===== config.mk =====
export PLATFORM = sky130hd
export DESIGN_NAME = pipeline_ctrl
export DESIGN_NICKNAME = d
export VERILOG_FILES = /design/src/rtl/pipeline_ctrl_pkg.sv /design/src/rtl/pipeline_ctrl_hazard_detect.sv /design/src/rtl/pipeline_ctrl.sv
export SDC_FILE = /design/constraint.sdc
export NUM_CORES = 1
export LEC_CHECK = 0
export CAP_MARGIN = 20
export CORE_MARGIN = 4
export CORE_UTILIZATION = 45
export CTS_CLUSTER_DIAMETER = 200
export DETAILED_ROUTE_END_ITERATION = 16
export GPL_ROUTABILITY_DRIVEN = 0
export GPL_TIMING_DRIVEN = 0
export PLACE_DENSITY = 0.75
export RECOVER_POWER = 100
export SETUP_SLACK_MARGIN = 0.5
export SLEW_MARGIN = 20
export SYNTH_ARGS = -nofsm -noshare
export SYNTH_HDL_FRONTEND = slang
export SYNTH_HIERARCHICAL = 1
export SYNTH_SLANG_ARGS = --single-unit

===== constraint.sdc =====
create_clock -name clk -period 6.05 [get_ports clk]
set_input_delay 0.9075 -clock clk [delete_from_list [all_inputs] [get_ports clk]]
set_output_delay 0.9075 -clock clk [all_outputs]
set_load 0.005 [all_outputs]

===== src/rtl/pipeline_ctrl_pkg.sv =====
// pipeline_ctrl_pkg: shared types and helpers for the pipeline hazard /
// sequencing controller.
//   - REG_IDX_WIDTH  : width of an architectural register index
//   - WAIT_CNT_WIDTH : width of the data-memory wait counter (timeout <= 255)
//   - pctl_state_e   : controller state encoding
//   - ctrl_t         : bundle of the pipeline control outputs
//   - ctrl_* helpers : canonical control patterns for each situation
package pipeline_ctrl_pkg;

  localparam int REG_IDX_WIDTH  = 5;
  localparam int WAIT_CNT_WIDTH = 8;

  typedef enum logic [1:0] {
    PCTL_RUN      = 2'd0,
    PCTL_MEM_WAIT = 2'd1,
    PCTL_HALT     = 2'd2,
    PCTL_ERROR    = 2'd3
  } pctl_state_e;

  typedef struct packed {
    logic dmem_req;
    logic pc_en;
    logic ifid_en;
    logic ifid_flush;
    logic idex_flush;
    logic pipe_en;
  } ctrl_t;

  // Everything off: used in reset, HALT and ERROR.
  localparam ctrl_t CTRL_IDLE = '{
    dmem_req: 1'b0, pc_en: 1'b0, ifid_en: 1'b0,
    ifid_flush: 1'b0, idex_flush: 1'b0, pipe_en: 1'b0
  };

  // Full freeze while the data memory has not answered; the request stays up.
  localparam ctrl_t CTRL_FREEZE = '{
    dmem_req: 1'b1, pc_en: 1'b0, ifid_en: 1'b0,
    ifid_flush: 1'b0, idex_flush: 1'b0, pipe_en: 1'b0
  };

  // Halting instruction in WB: stop fetch/decode, let the back end retire it.
  function automatic ctrl_t ctrl_halt(input logic dmem_req);
    ctrl_t c;
    c            = CTRL_IDLE;
    c.dmem_req   = dmem_req;
    c.pipe_en    = 1'b1;
    return c;
  endfunction

  // Normal flow once memory is not blocking: redirect beats load-use,
  // which beats plain advance.
  function automatic ctrl_t ctrl_run_rules(input logic redirect,
                                           input logic load_use,
                                           input logic dmem_req);
    ctrl_t c;
    c.dmem_req   = dmem_req;
    c.pipe_en    = 1'b1;
    c.ifid_flush = 1'b0;
    c.idex_flush = 1'b0;
    c.pc_en      = 1'b1;
    c.ifid_en    = 1'b1;
    if (redirect) begin
      c.ifid_flush = 1'b1;
      c.idex_flush = 1'b1;
    end else if (load_use) begin
      // Hold PC and IF/ID, inject a bubble into ID/EX.
      c.pc_en      = 1'b0;
      c.ifid_en    = 1'b0;
      c.idex_flush = 1'b1;
    end else begin
      c.idex_flush = 1'b0;
    end
    return c;
  endfunction

endpackage


===== src/rtl/pipeline_ctrl_hazard_detect.sv =====
// pipeline_ctrl_hazard_detect: combinational load-use hazard comparator.
// Flags when the instruction in EX is a load whose destination (non-x0)
// is a source actually read by the instruction in ID.
//   idRs1_i, idRs2_i         : ID source register indices
//   idUsesRs1_i, idUsesRs2_i : ID instruction really reads rs1 / rs2
//   idexMemRead_i            : EX instruction is a load
//   idexRd_i                 : EX destination register
//   loadUse_o                : load-use hazard present this cycle
module pipeline_ctrl_hazard_detect
  import pipeline_ctrl_pkg::*;
(
  input  logic [REG_IDX_WIDTH-1:0] idRs1_i,
  input  logic [REG_IDX_WIDTH-1:0] idRs2_i,
  input  logic                     idUsesRs1_i,
  input  logic                     idUsesRs2_i,
  input  logic                     idexMemRead_i,
  input  logic [REG_IDX_WIDTH-1:0] idexRd_i,
  output logic                     loadUse_o
);

  logic rdNonZero_s;
  logic rs1Hit_s;
  logic rs2Hit_s;

  // x0 is hardwired to zero, so a load into it never creates a dependency.
  assign rdNonZero_s = (idexRd_i != {REG_IDX_WIDTH{1'b0}});
  assign rs1Hit_s    = idUsesRs1_i & (idexRd_i == idRs1_i);
  assign rs2Hit_s    = idUsesRs2_i & (idexRd_i == idRs2_i);
  assign loadUse_o   = idexMemRead_i & rdNonZero_s & (rs1Hit_s | rs2Hit_s);

endmodule


===== src/rtl/pipeline_ctrl.sv =====
// pipeline_ctrl: central hazard and sequencing controller of the 5-stage
// pipeline. Control outputs are combinational from the registered state and
// the current inputs; state, wait counter and performance counters are
// registered.
//   clk, reset (async, active-low)
//   idRs1/idRs2, idUsesRs1/idUsesRs2 : ID stage sources
//   idexMemRead, idexRd              : EX stage load info
//   exRedirect                       : taken branch / jump resolved in EX
//   exmemMemRead/exmemMemWrite       : MEM stage access
//   dmemReady                        : data memory completes this cycle
//   haltReq                          : ecall/ebreak reached WB
//   dmemReq, pcEn, ifidEn, ifidFlush, idexFlush, pipeEn : pipeline control
//   halted, busErr                   : terminal status
//   cycleCnt, stallCnt, flushCnt     : wrapping performance counters
module pipeline_ctrl
  import pipeline_ctrl_pkg::*;
#(
  parameter int CNT_WIDTH   = 32,
  parameter int MEM_TIMEOUT = 64
) (
  input  logic                     clk,
  input  logic                     reset,
  input  logic [REG_IDX_WIDTH-1:0] idRs1,
  input  logic [REG_IDX_WIDTH-1:0] idRs2,
  input  logic                     idUsesRs1,
  input  logic                     idUsesRs2,
  input  logic                     idexMemRead,
  input  logic [REG_IDX_WIDTH-1:0] idexRd,
  input  logic                     exRedirect,
  input  logic                     exmemMemRead,
  input  logic                     exmemMemWrite,
  input  logic                     dmemReady,
  input  logic                     haltReq,
  output logic                     dmemReq,
  output logic                     pcEn,
  output logic                     ifidEn,
  output logic                     ifidFlush,
  output logic                     idexFlush,
  output logic                     pipeEn,
  output logic                     halted,
  output logic                     busErr,
  output logic [CNT_WIDTH-1:0]     cycleCnt,
  output logic [CNT_WIDTH-1:0]     stallCnt,
  output logic [CNT_WIDTH-1:0]     flushCnt
);

  localparam logic [WAIT_CNT_WIDTH-1:0] TIMEOUT_C = WAIT_CNT_WIDTH'(MEM_TIMEOUT);

  pctl_state_e               state_q;
  pctl_state_e               state_d;
  logic [WAIT_CNT_WIDTH-1:0] waitCnt_q;
  logic [WAIT_CNT_WIDTH-1:0] waitCnt_d;
  logic [CNT_WIDTH-1:0]      cycleCnt_q;
  logic [CNT_WIDTH-1:0]      stallCnt_q;
  logic [CNT_WIDTH-1:0]      flushCnt_q;

  ctrl_t ctrl_s;
  logic  memAcc_s;
  logic  loadUse_s;
  logic  stallInc_s;
  logic  flushInc_s;

  assign memAcc_s = exmemMemRead | exmemMemWrite;

  pipeline_ctrl_hazard_detect u_hazard_detect (
    .idRs1_i       (idRs1),
    .idRs2_i       (idRs2),
    .idUsesRs1_i   (idUsesRs1),
    .idUsesRs2_i   (idUsesRs2),
    .idexMemRead_i (idexMemRead),
    .idexRd_i      (idexRd),
    .loadUse_o     (loadUse_s)
  );

  // Next-state, wait counter, counter increments and control outputs.
  always_comb begin
    state_d    = state_q;
    waitCnt_d  = waitCnt_q;
    ctrl_s     = CTRL_IDLE;
    stallInc_s = 1'b0;
    flushInc_s = 1'b0;

    case (state_q)
      PCTL_RUN: begin
        if (haltReq) begin
          ctrl_s  = ctrl_halt(memAcc_s);
          state_d = PCTL_HALT;
        end else if (memAcc_s && !dmemReady) begin
          ctrl_s    = CTRL_FREEZE;
          state_d   = PCTL_MEM_WAIT;
          waitCnt_d = WAIT_CNT_WIDTH'(1);
        end else begin
          ctrl_s     = ctrl_run_rules(exRedirect, loadUse_s, memAcc_s);
          flushInc_s = exRedirect;
          // A redirect squashes the load-use instruction, so no stall then.
          stallInc_s = loadUse_s & ~exRedirect;
        end
      end

      PCTL_MEM_WAIT: begin
        // Every cycle spent here is a stall cycle, including the release
        // cycle; a load-use on that cycle does not add a second count.
        stallInc_s = 1'b1;
        if (dmemReady) begin
          // Stages were held, so any redirect/load-use seen now is the one
          // that was pending when the freeze began.
          waitCnt_d = {WAIT_CNT_WIDTH{1'b0}};
          if (haltReq) begin
            ctrl_s  = ctrl_halt(1'b1);
            state_d = PCTL_HALT;
          end else begin
            ctrl_s     = ctrl_run_rules(exRedirect, loadUse_s, 1'b1);
            flushInc_s = exRedirect;
            state_d    = PCTL_RUN;
          end
        end else if (waitCnt_q == TIMEOUT_C) begin
          ctrl_s  = CTRL_FREEZE;
          state_d = PCTL_ERROR;
        end else begin
          ctrl_s    = CTRL_FREEZE;
          waitCnt_d = waitCnt_q + WAIT_CNT_WIDTH'(1);
        end
      end

      PCTL_HALT: begin
        ctrl_s  = CTRL_IDLE;
        state_d = PCTL_HALT;
      end

      PCTL_ERROR: begin
        // Terminal until reset; haltReq is deliberately ignored.
        ctrl_s  = CTRL_IDLE;
        state_d = PCTL_ERROR;
      end

      default: begin
        ctrl_s  = CTRL_IDLE;
        state_d = PCTL_ERROR;
      end
    endcase
  end

  // State, wait counter and performance counters.
  always_ff @(posedge clk or negedge reset) begin
    if (!reset) begin
      state_q    <= PCTL_RUN;
      waitCnt_q  <= {WAIT_CNT_WIDTH{1'b0}};
      cycleCnt_q <= {CNT_WIDTH{1'b0}};
      stallCnt_q <= {CNT_WIDTH{1'b0}};
      flushCnt_q <= {CNT_WIDTH{1'b0}};
    end else begin
      state_q    <= state_d;
      waitCnt_q  <= waitCnt_d;
      cycleCnt_q <= cycleCnt_q + CNT_WIDTH'(1);
      stallCnt_q <= stallCnt_q + CNT_WIDTH'(stallInc_s);
      flushCnt_q <= flushCnt_q + CNT_WIDTH'(flushInc_s);
    end
  end

  // While reset is held the state already reads RUN, so the enables must be
  // gated explicitly to reach their quiet values without waiting for a clock.
  assign dmemReq   = reset & ctrl_s.dmem_req;
  assign pcEn      = reset & ctrl_s.pc_en;
  assign ifidEn    = reset & ctrl_s.ifid_en;
  assign ifidFlush = reset & ctrl_s.ifid_flush;
  assign idexFlush = reset & ctrl_s.idex_flush;
  assign pipeEn    = reset & ctrl_s.pipe_en;

  assign halted    = (state_q == PCTL_HALT);
  assign busErr    = (state_q == PCTL_ERROR);

  assign cycleCnt  = cycleCnt_q;
  assign stallCnt  = stallCnt_q;
  assign flushCnt  = flushCnt_q;

endmodule


---- Word-level counts from Yosys, hierarchy flattened ----
Index checks and enable logic that the tools add are counted.
storage, ports and cells
  register bits ........................... 106
  bits in latches ......................... 0
  memory bits (writable) .................. 0
  memory bits (read-only) ................. 0
  bits of input ports ..................... 25
  output and inout bits ................... 104
  word-level logic and storage cells ...... 71
  memories ................................ 0
operators by class
  add/subtract/negate cells ............... 4
  multipliers ............................. 0
  divide/modulo/power cells ............... 0
  magnitude comparators ................... 0
  equal/unequal tests ..................... 11
  shift operators ......................... 0
  muxes and demuxes ....................... 29
  bitwise gates (word level) .............. 14
  reduce and logical (&&, ||, !) cells .... 8
operators with widths
  kind                                                                   number
  32-bit by 1-bit adder with 32-bit output                               2
  32-bit by 1-bit adder with 32-bit output, second input constant        1
  8-bit 2-to-1 mux                                                       4
  6-bit 2-to-1 mux                                                       3
  6-bit case mux with 3 select lines                                     1
  8-bit case mux with 2 select lines                                     1
  2-bit 2-to-1 mux                                                       7
  1-bit AND                                                              11
  5-bit equality test                                                    2
  1-bit 2-to-1 mux                                                       9
  3-bit != test, second input constant                                   3
  8-bit by 1-bit adder with 8-bit output, second input constant          1
  8-bit by 7-bit equality test with 1-bit output, second input constant  1
  2-bit case mux with 4 select lines                                     1
  5-bit 2-to-1 mux                                                       1
  5-bit nonzero test                                                     1
  2-bit equality test, second input constant                             2
  2-bit != test, second input constant                                   2
  1-bit case mux with 2 select lines                                     2
  4-bit AND reduction                                                    1
  2-bit by 1-bit equality test with 1-bit output, second input constant  1
  2-bit logical NOT                                                      1
  1-bit OR                                                               2
  2-bit AND reduction                                                    1
  5 further kinds                                                        5

---- Logic depth before layout (Yosys ltp) ----
Gate-level depths: netlist of run 1.
  depth after elaboration ................. 10
  gate-level depth with buffers ........... 13
  gate-level depth less buffers ........... 13

---- Modules after synthesis ----
Netlist of run 1, hierarchy kept.
modules (own cells, without submodules)
  module                       times used  cells each  area each (µm²)  seq. area each (µm²)
  pipeline_ctrl                1           445         5028.6           2652.5
  pipeline_ctrl_hazard_detect  1           17          133.9            0.0

---- Least setup slack after synthesis of run 1 ----
OpenSTA, ideal clock, no wires.
  path type ............................... input to register
  start point ............................. input idexRd[0]
  end point ............................... register stallCnt_q[22] (netlist: stallCnt[22])
  library setup time ...................... 0.123 ns
  arrival time ............................ 3.205 ns
  data required time ...................... 5.927 ns
  slack ................................... 2.722 ns
  stages .................................. 13
  path buffers ............................ 0
  cell sequence ........................... xor2_1 nor4_2 nand3_1 a21oi_1 nor3b_1 o21ai_0 a21oi_1 ha_1 ha_1 nand3_1 nor4_4 nand4_1 xnor2_1
on the way
  longest elaborated chain between the ends .. 9
RTL lines
  what                                        RTL line                                                              text
  start: declaration                          pipeline_ctrl.sv:28                                                   input logic [REG_IDX_WIDTH-1:0] idexRd,
  5-bit equality test (on tied branches)      pipeline_ctrl_hazard_detect.sv:27, pipeline_ctrl_hazard_detect.sv:28
  1-bit AND (on tied branches)                pipeline_ctrl_hazard_detect.sv:27, pipeline_ctrl_hazard_detect.sv:28
  1-bit OR                                    pipeline_ctrl_hazard_detect.sv:29                                     assign loadUse_o = idexMemRead_i & rdNonZero_s & (rs1Hit_s | rs2Hit_s);
  1-bit AND *                                 pipeline_ctrl_hazard_detect.sv:29
  named net loadUse_s                         pipeline_ctrl.sv:59                                                   logic loadUse_s;
  1-bit AND *                                 pipeline_ctrl.sv:96                                                   stallInc_s = loadUse_s & ~exRedirect;
  1-bit 2-to-1 mux *                          pipeline_ctrl.sv:88                                                   end else if (memAcc_s && !dmemReady) begin
  1-bit 2-to-1 mux *                          pipeline_ctrl.sv:85                                                   if (haltReq) begin
  1-bit case mux with 2 select lines *        pipeline_ctrl.sv:83                                                   case (state_q)
  32-bit by 1-bit adder with 32-bit output *  pipeline_ctrl.sv:155                                                  stallCnt_q <= stallCnt_q + CNT_WIDTH'(stallInc_s);
  end signal: assignment                      pipeline_ctrl.sv:149                                                  stallCnt_q <= {CNT_WIDTH{1'b0}};
  end signal: assignment                      pipeline_ctrl.sv:155
  end: declaration                            pipeline_ctrl.sv:54                                                   logic [CNT_WIDTH-1:0] stallCnt_q;
Mark *: on every way through the listed nets, which the timed path passes. The rest lies on a longest branch.
A chain may end at the register's enable or synchronous reset.

---- Worst setup path in the final report of run 1 ----
  start point ............................. input idexRd[2]
  end point ............................... register stallCnt_q[22] (netlist: stallCnt[22])
Same word-level chain as after synthesis.

==> flow_metrics.env, run 1 <==
export IMPL_final_area_mm2=0.006892
export IMPL_synth_xor_area_frac=0.1747
export IMPL_synthMuxAreaShare=0
export IMPL_synth_cells=462
export IMPL_finalMaxSlewViolations=0
export IMPL_min_period_ps=4353
export IMPL_h_tree_depth=3
export IMPL_dr_first_iter_drc_count=202
export IMPL_power_leakage_nw=3.355
export IMPL_rsz0062_at_grt="false"
export IMPL_final_core_util=0.6248
export IMPL_drt_total_wl_um=11430
export IMPL_syn2layout_area_growth_pct=33.49
export IMPL_syn_area_per_cell_um2=11.17
export IMPL_ant_nets=0
export IMPL_synth_simple_gate_area_frac=0.2373
export IMPL_tightest_slew_ps=1241
export IMPL_post_cts_setup_buffers=0
export IMPL_setup_viol=0
export IMPL_yosys_warnings=6
export IMPL_hp_class="flop to flop"
export IMPL_synth_seq_cells=106
export IMPL_die_w_um=115.1
export IMPL_grt_pass1_vias=4015
export IMPL_cts_buffers=9
export IMPL_cp_max_fo=4
export IMPL_drt_pass1_iter_count=4
export IMPL_fin_crit_sh=0.7195
export IMPL_die_y_um=115.1
export IMPL_synth_compound_area_share=0.03151
export IMPL_ctsRootBufferMaster="clkbuf_16"
export IMPL_via_per_inst=5.367
export IMPL_dpl_cell_area_mm2=0.006638
export IMPL_diodes=0
export IMPL_layout_drive_gt1_share=0.06601
export IMPL_rows=38
export IMPL_required_ps=6280
export IMPL_num_vias=4004
export IMPL_core_area_mm2=0.01103
export IMPL_syn_area_mm2=0.005162
export IMPL_synth_adder_area_share=0.01939
export IMPL_pin_count=129
export IMPL_grt_max_degree=59
export IMPL_tritoncts="built"
export IMPL_clock_path_buffers=2
export IMPL_clk_latency_ps=350
export IMPL_grt_usage=0.1826
export IMPL_initial_core_util=0.4680
export IMPL_clock_skew_ps=7.396
export IMPL_drc=0
export IMPL_critical_path_endpoint_type="flop"
export IMPL_clkTransAtPathRegs_ps=70
export IMPL_holdBufCountCts=0
export IMPL_arrival_ps=4590
export IMPL_gr_total_overflow=0
export IMPL_fillers=890
export IMPL_status="finished, final reports clean"
export IMPL_die_area_mm2=0.01325
export IMPL_post_drt_wl_per_cell_um=15.32
export IMPL_grt_first_pass_wirelength_um=19490
export IMPL_final_nets=634
export IMPL_power_density_mw_per_mm2=195.6
export IMPL_holdWs_ps=468.2
export IMPL_netlist_cell_type_count=48
export IMPL_clock_sinks=106
export IMPL_path_class="input port to flop"
export IMPL_ys_seq_area_frac=0.5138
export IMPL_synth_top_family_by_area="simple AND/OR/NAND/NOR gates"
export IMPL_cts_resized=0
export IMPL_max_freq_mhz=229.7
export IMPL_drv_cap=0
export IMPL_hpwl_um=8470
export IMPL_start_kind="input port"
export IMPL_hold_viol=0
export IMPL_tns_ps=0
export IMPL_irDropWorstVdd_mv=0.1355
export IMPL_slew_headroom=0.1650
export IMPL_antenna_found_initial=0
export IMPL_final_cell_mix="dfrtp_1, dlygate4sd3_1, xnor2_1"
export IMPL_io_buffers=127
export IMPL_syn_nets=495
## report_power, final
part / switching, mW / internal (mW)
logic: 0.0248 / 0.0202
clock network: 0.262 / 0.332
registers: 0.000163 / 0.708
total: 0.287 / 1.06
## cell families after synthesis
| group | Yosys count |
|---|---|
| adder cells (fa/ha/maj) | 8 |
| flip-flops | 106 |
| AND/OR/NAND/NOR | 196 |
| AO/OA/AOI/OAI | 24 |
| buffers and inverters | 25 |
| XOR/XNOR | 103 |
## state kept, by name, summed over array words and instances, names as in the netlist
name       cells
state_q        2
stallCnt      32
flushCnt      32
cycleCnt      32
waitCnt_q      8
## Yosys cell counts, drive strengths merged
master | number | area (um2)
dfrtp | 106 | 2653
xnor2 | 72 | 630.6
nand3 | 42 | 215.2
nand4 | 41 | 299.0
xor2 | 31 | 271.5
nor2 | 23 | 86.33
and3 | 20 | 126.4
nand2 | 20 | 75.07
and4 | 15 | 135.1
buf | 12 | 71.31
inv | 11 | 41.29
nor4 | 11 | 120.1
nor3 | 10 | 61.31
ha | 8 | 100.1
a21oi | 6 | 30.03
o21ai | 6 | 30.02
nor3b | 4 | 35.03
a22o | 3 | 26.28
and2 | 3 | 18.77
clkbuf | 2 | 7.510
o211ai | 2 | 15.01
a21o | 1 | 7.510
a32o | 1 | 10.01
a32oi | 1 | 8.760
nand2b | 1 | 6.260
nand3b | 1 | 7.510
nor4bb | 1 | 10.01
o211a | 1 | 10.01
o31a | 1 | 8.760
o31ai | 1 | 7.510
o41ai | 1 | 8.760
or2 | 1 | 6.260
or3 | 1 | 6.260
or3b | 1 | 8.760
or4 | 1 | 7.510
## worst paths after layout
path                                   startpoint                     end  slack (ps)  depth (start not counted)
max in group asynchronous                   reset  stallCnt[28]$_DFF_PN0_        4910                          2
hold reg to reg            cycleCnt[31]$_DFF_PN0_  cycleCnt[31]$_DFF_PN0_         470                          1
min in group asynchronous                   reset  cycleCnt[27]$_DFF_PN0_         500                          1
setup / recovery                        idexRd[2]  stallCnt[22]$_DFF_PN0_        1700                         14
setup reg to reg           state_q[0]$_DFFE_PN0P_  flushCnt[30]$_DFF_PN0_        2700                         10
hold / removal             cycleCnt[31]$_DFF_PN0_  cycleCnt[31]$_DFF_PN0_         470                          1
## per-stage QoR
| stage | instances | worst slack (ps) | power [mW] |
|---|---|---|---|
| floorplan | 462 | 2722 | 0.7321 |
| global placement | 729 | -1413 | 0.7659 |
| detailed placement | 730 | 1702 | 0.7690 |
| CTS | 746 | 2049 | 1.367 |
| global route | 746 | 1296 | 1.398 |
| finish | 746 | 1697 | 1.348 |
## area by class of cell
| cell class | count | area [um2] | share of cell area |
|---|---|---|---|
| clock inverter | 6 | 63.81 | 0.009259 |
| multi-input combinational | 331 | 2345 | 0.3402 |
| sequential | 106 | 2653 | 0.3849 |
| timing repair buffer | 128 | 1300 | 0.1886 |
| buffer | 14 | 75.07 | 0.01089 |
| inverter | 11 | 41.29 | 0.005991 |
| tap | 140 | 175.2 | 0.02542 |
| clock buffer | 10 | 239.0 | 0.03468 |
## per-layer routing
layer / GRT usage / wire (um)
met4: 0.06103 / 146
met5: 0 / 0
met2: 0.2874 / 5368
met3: 0.04947 / 818
met1: 0.2456 / 5092
## critical path: stages
cell and delay, ps:
dlygate4sd3_1 600, xor2_1 190, nor4_1 320, nand3_1 110
a21oi_1 220, nor3b_1 210, o21ai_0 120, a21oi_1 240
ha_1 240, ha_1 180, nand3_1 180, nor4_1 690
nand4_1 220, xnor2_1 170
Power figures use the tool's default switching activity.
==> inputs of run 2 (changes only) <==
- PLACE_DENSITY: 0.75 -> 0.78
- clock period: 6.05 -> 4 ns (I/O delays scaled with it)
==> run 2 against run 1 <==
  * Hold slack worse by 260 ps
  * Critical path type unchanged
  * Wire length down 1.2%
  * Critical endpoint unchanged
  * Die area unchanged
  * Sequential power is 51% higher
==> flow_metrics.env, run 2 (synthesized netlist as in run 1, its figures left out) <==
export IMPL_drt_pass1_iter_count=6
export IMPL_cp_max_fo=4
export IMPL_reg2reg_setup_slack_ps=1050
export IMPL_grt_pass1_vias=3946
export IMPL_finalMaxSlewViolations=0
export IMPL_initial_core_util=0.4680
export IMPL_rsz0062_at_grt="false"
export IMPL_crit_cells=14
export IMPL_grt_first_pass_wirelength_um=19310
export IMPL_start_kind="input port"
export IMPL_cp_top_family="simple AND/OR/NAND/NOR gates"
export IMPL_syn2layout_area_growth_pct=34.76
export IMPL_path_buf_inv=1
export IMPL_cts_buffers=9
export IMPL_irDropWorstVdd_mv=0.1631
export IMPL_slew_headroom=0.1839
export IMPL_final_area_mm2=0.006957
export IMPL_final_nets=635
export IMPL_core_area_mm2=0.01103
export IMPL_pin_count=129
export IMPL_clkTransAtPathRegs_ps=70
export IMPL_cp_cell_sequence="clkdlybuf4s50_1 -> xor2_1 -> nor4_2 -> nand3_1 -> a21oi_1 -> nor3b_2 -> o21ai_1 -> a21oi_1 -> ha_1 -> ha_1 -> nand3_4 -> nor4_4 -> nand4_1 -> xnor2_1"
export IMPL_clk_latency_ps=340
export IMPL_hpwl_um=8476
export IMPL_hold_viol=0
export IMPL_drt_total_wl_um=11290
export IMPL_die_y_um=115.1
export IMPL_dr_first_iter_drc_count=230
export IMPL_die_w_um=115.1
export IMPL_max_freq_mhz=289.8
export IMPL_final_cell_mix="dfrtp_1, dlygate4sd3_1, xnor2_1"
export IMPL_worst_r2r_path_depth=9
export IMPL_num_vias=3971
export IMPL_arrival_ps=3680
export IMPL_min_period_ps=3450
export IMPL_rows=38
export IMPL_antenna_found_initial=0
export IMPL_rr_startpoint="state_q[0]$_DFFE_PN0P_"
export IMPL_post_drt_wl_per_cell_um=15.11
export IMPL_p_total_mw=2.030
export IMPL_clock_skew_ps=11.29
export IMPL_path_class="input port to flop"
export IMPL_hp_class="input port to asynchronous set/reset pin"
export IMPL_diodes=0
export IMPL_via_per_inst=5.316
export IMPL_dpl_cell_area_mm2=0.006638
export IMPL_clock_path_buffers=2
export IMPL_setup_viol=0
export IMPL_drc=0
export IMPL_tritoncts="built"
export IMPL_ctsRootBufferMaster="clkbuf_16"
export IMPL_h_tree_depth=3
export IMPL_holdBufCountCts=0
export IMPL_grt_usage=0.1796
export IMPL_die_area_mm2=0.01325
export IMPL_status="finished, final reports clean"
export IMPL_r2r_end="flushCnt[31]$_DFF_PN0_"
export IMPL_io_buffers=127
export IMPL_gr_total_overflow=0
export IMPL_grt_max_degree=60
export IMPL_power_leakage_nw=3.402
export IMPL_layout_drive_gt1_share=0.07908
export IMPL_tightest_slew_ps=1213
export IMPL_required_ps=4230
export IMPL_fin_crit_sh=0.8626
export IMPL_critical_path_endpoint_type="flop"
export IMPL_critPathSlowestCell="clkdlybuf4s50_1"
export IMPL_ant_nets=0
export IMPL_power_density_mw_per_mm2=291.9
export IMPL_clock_sinks=106
export IMPL_slowest_delay_ps=470
export IMPL_final_common_cell="dfrtp_1"
export IMPL_drv_cap=0
run 2: changes by cell type in the layout (fill, tap and decap cells not counted), sizes merged:
cell,change
buf,+2
clkbuf,-2
clkdlybuf4s50,+1
clkinv,+1
dlygate4sd3,-1
run 2: worst register-to-register path, cell delays in order (launching register included):
cell and delay [ps]:
dfrtp_1 350, buf_2 160, nor3_1 290, o21ai_0 120
nor2_1 160, ha_1 270, nand4_1 120, nor4_1 930
nand3_1 210, xnor2_1 200
run 2: per-stage QoR:
stage	setup TNS (ps)	worst slack, ps	instances	util	hold WS [ps]
finish	0	549.7	747	0.6307	206.6
global route	0	243.0	747	0.6307	223.9
CTS	0	537.6	746	0.6297	210.4
detailed placement	-28.39	-28.39	730	0.6017	466.2
global placement	-189640	-2801	729	0.5991	459.0
floorplan	0	979.1	462	-	304.4
run 2: power breakdown:
group	internal (mW)	switching, mW	total (mW)
sequential	1.07	0.000297	1.07
clock	0.491	0.398	0.889
combinational	0.0311	0.0387	0.0698
total	1.59	0.437	2.03
run 2: what timing repair did:
action,4_1_cts,5_1_grt
gates resized for setup,1,11
setup endpoints to repair,4,15
buffers inserted,0,1
cloned,0,0
hold endpoints to repair,0,0
pin swaps,1,4
run 2: how the worst max path moves through the flow:
stage,startpoint,to,slack (ps)
2_1_floorplan,idexRd[0],stallCnt[22]$_DFF_PN0_,980
3_3_place_gp,reset,pcEn,-2800
3_5_place_dp,idexRd[2],stallCnt[22]$_DFF_PN0_,-30
4_1_cts,idexRd[2],stallCnt[22]$_DFF_PN0_,540
5_1_grt,idexRd[2],stallCnt[14]$_DFF_PN0_,240
6_report,idexRd[2],stallCnt[22]$_DFF_PN0_,550
run 2: cell type report:
type	count	area, um2
inverters	11	41.29
repair buffers	129	1308
multi-input cells	331	2399
clock buffers	9	225.2
clock inverters	7	78.83
well taps	140	175.2
plain buffers	14	77.57
flip-flops and latches	106	2653
fillers	885	4074
run 2: routing by layer:
layer	share of wire	GRT usage	up-vias
met1	0.44	0.2364	1912
met3	0.074	0.06105	12
met2	0.47	0.2836	108
met4	0.014	0.05164	0
li1	-	-	1939
met5	0	0	-
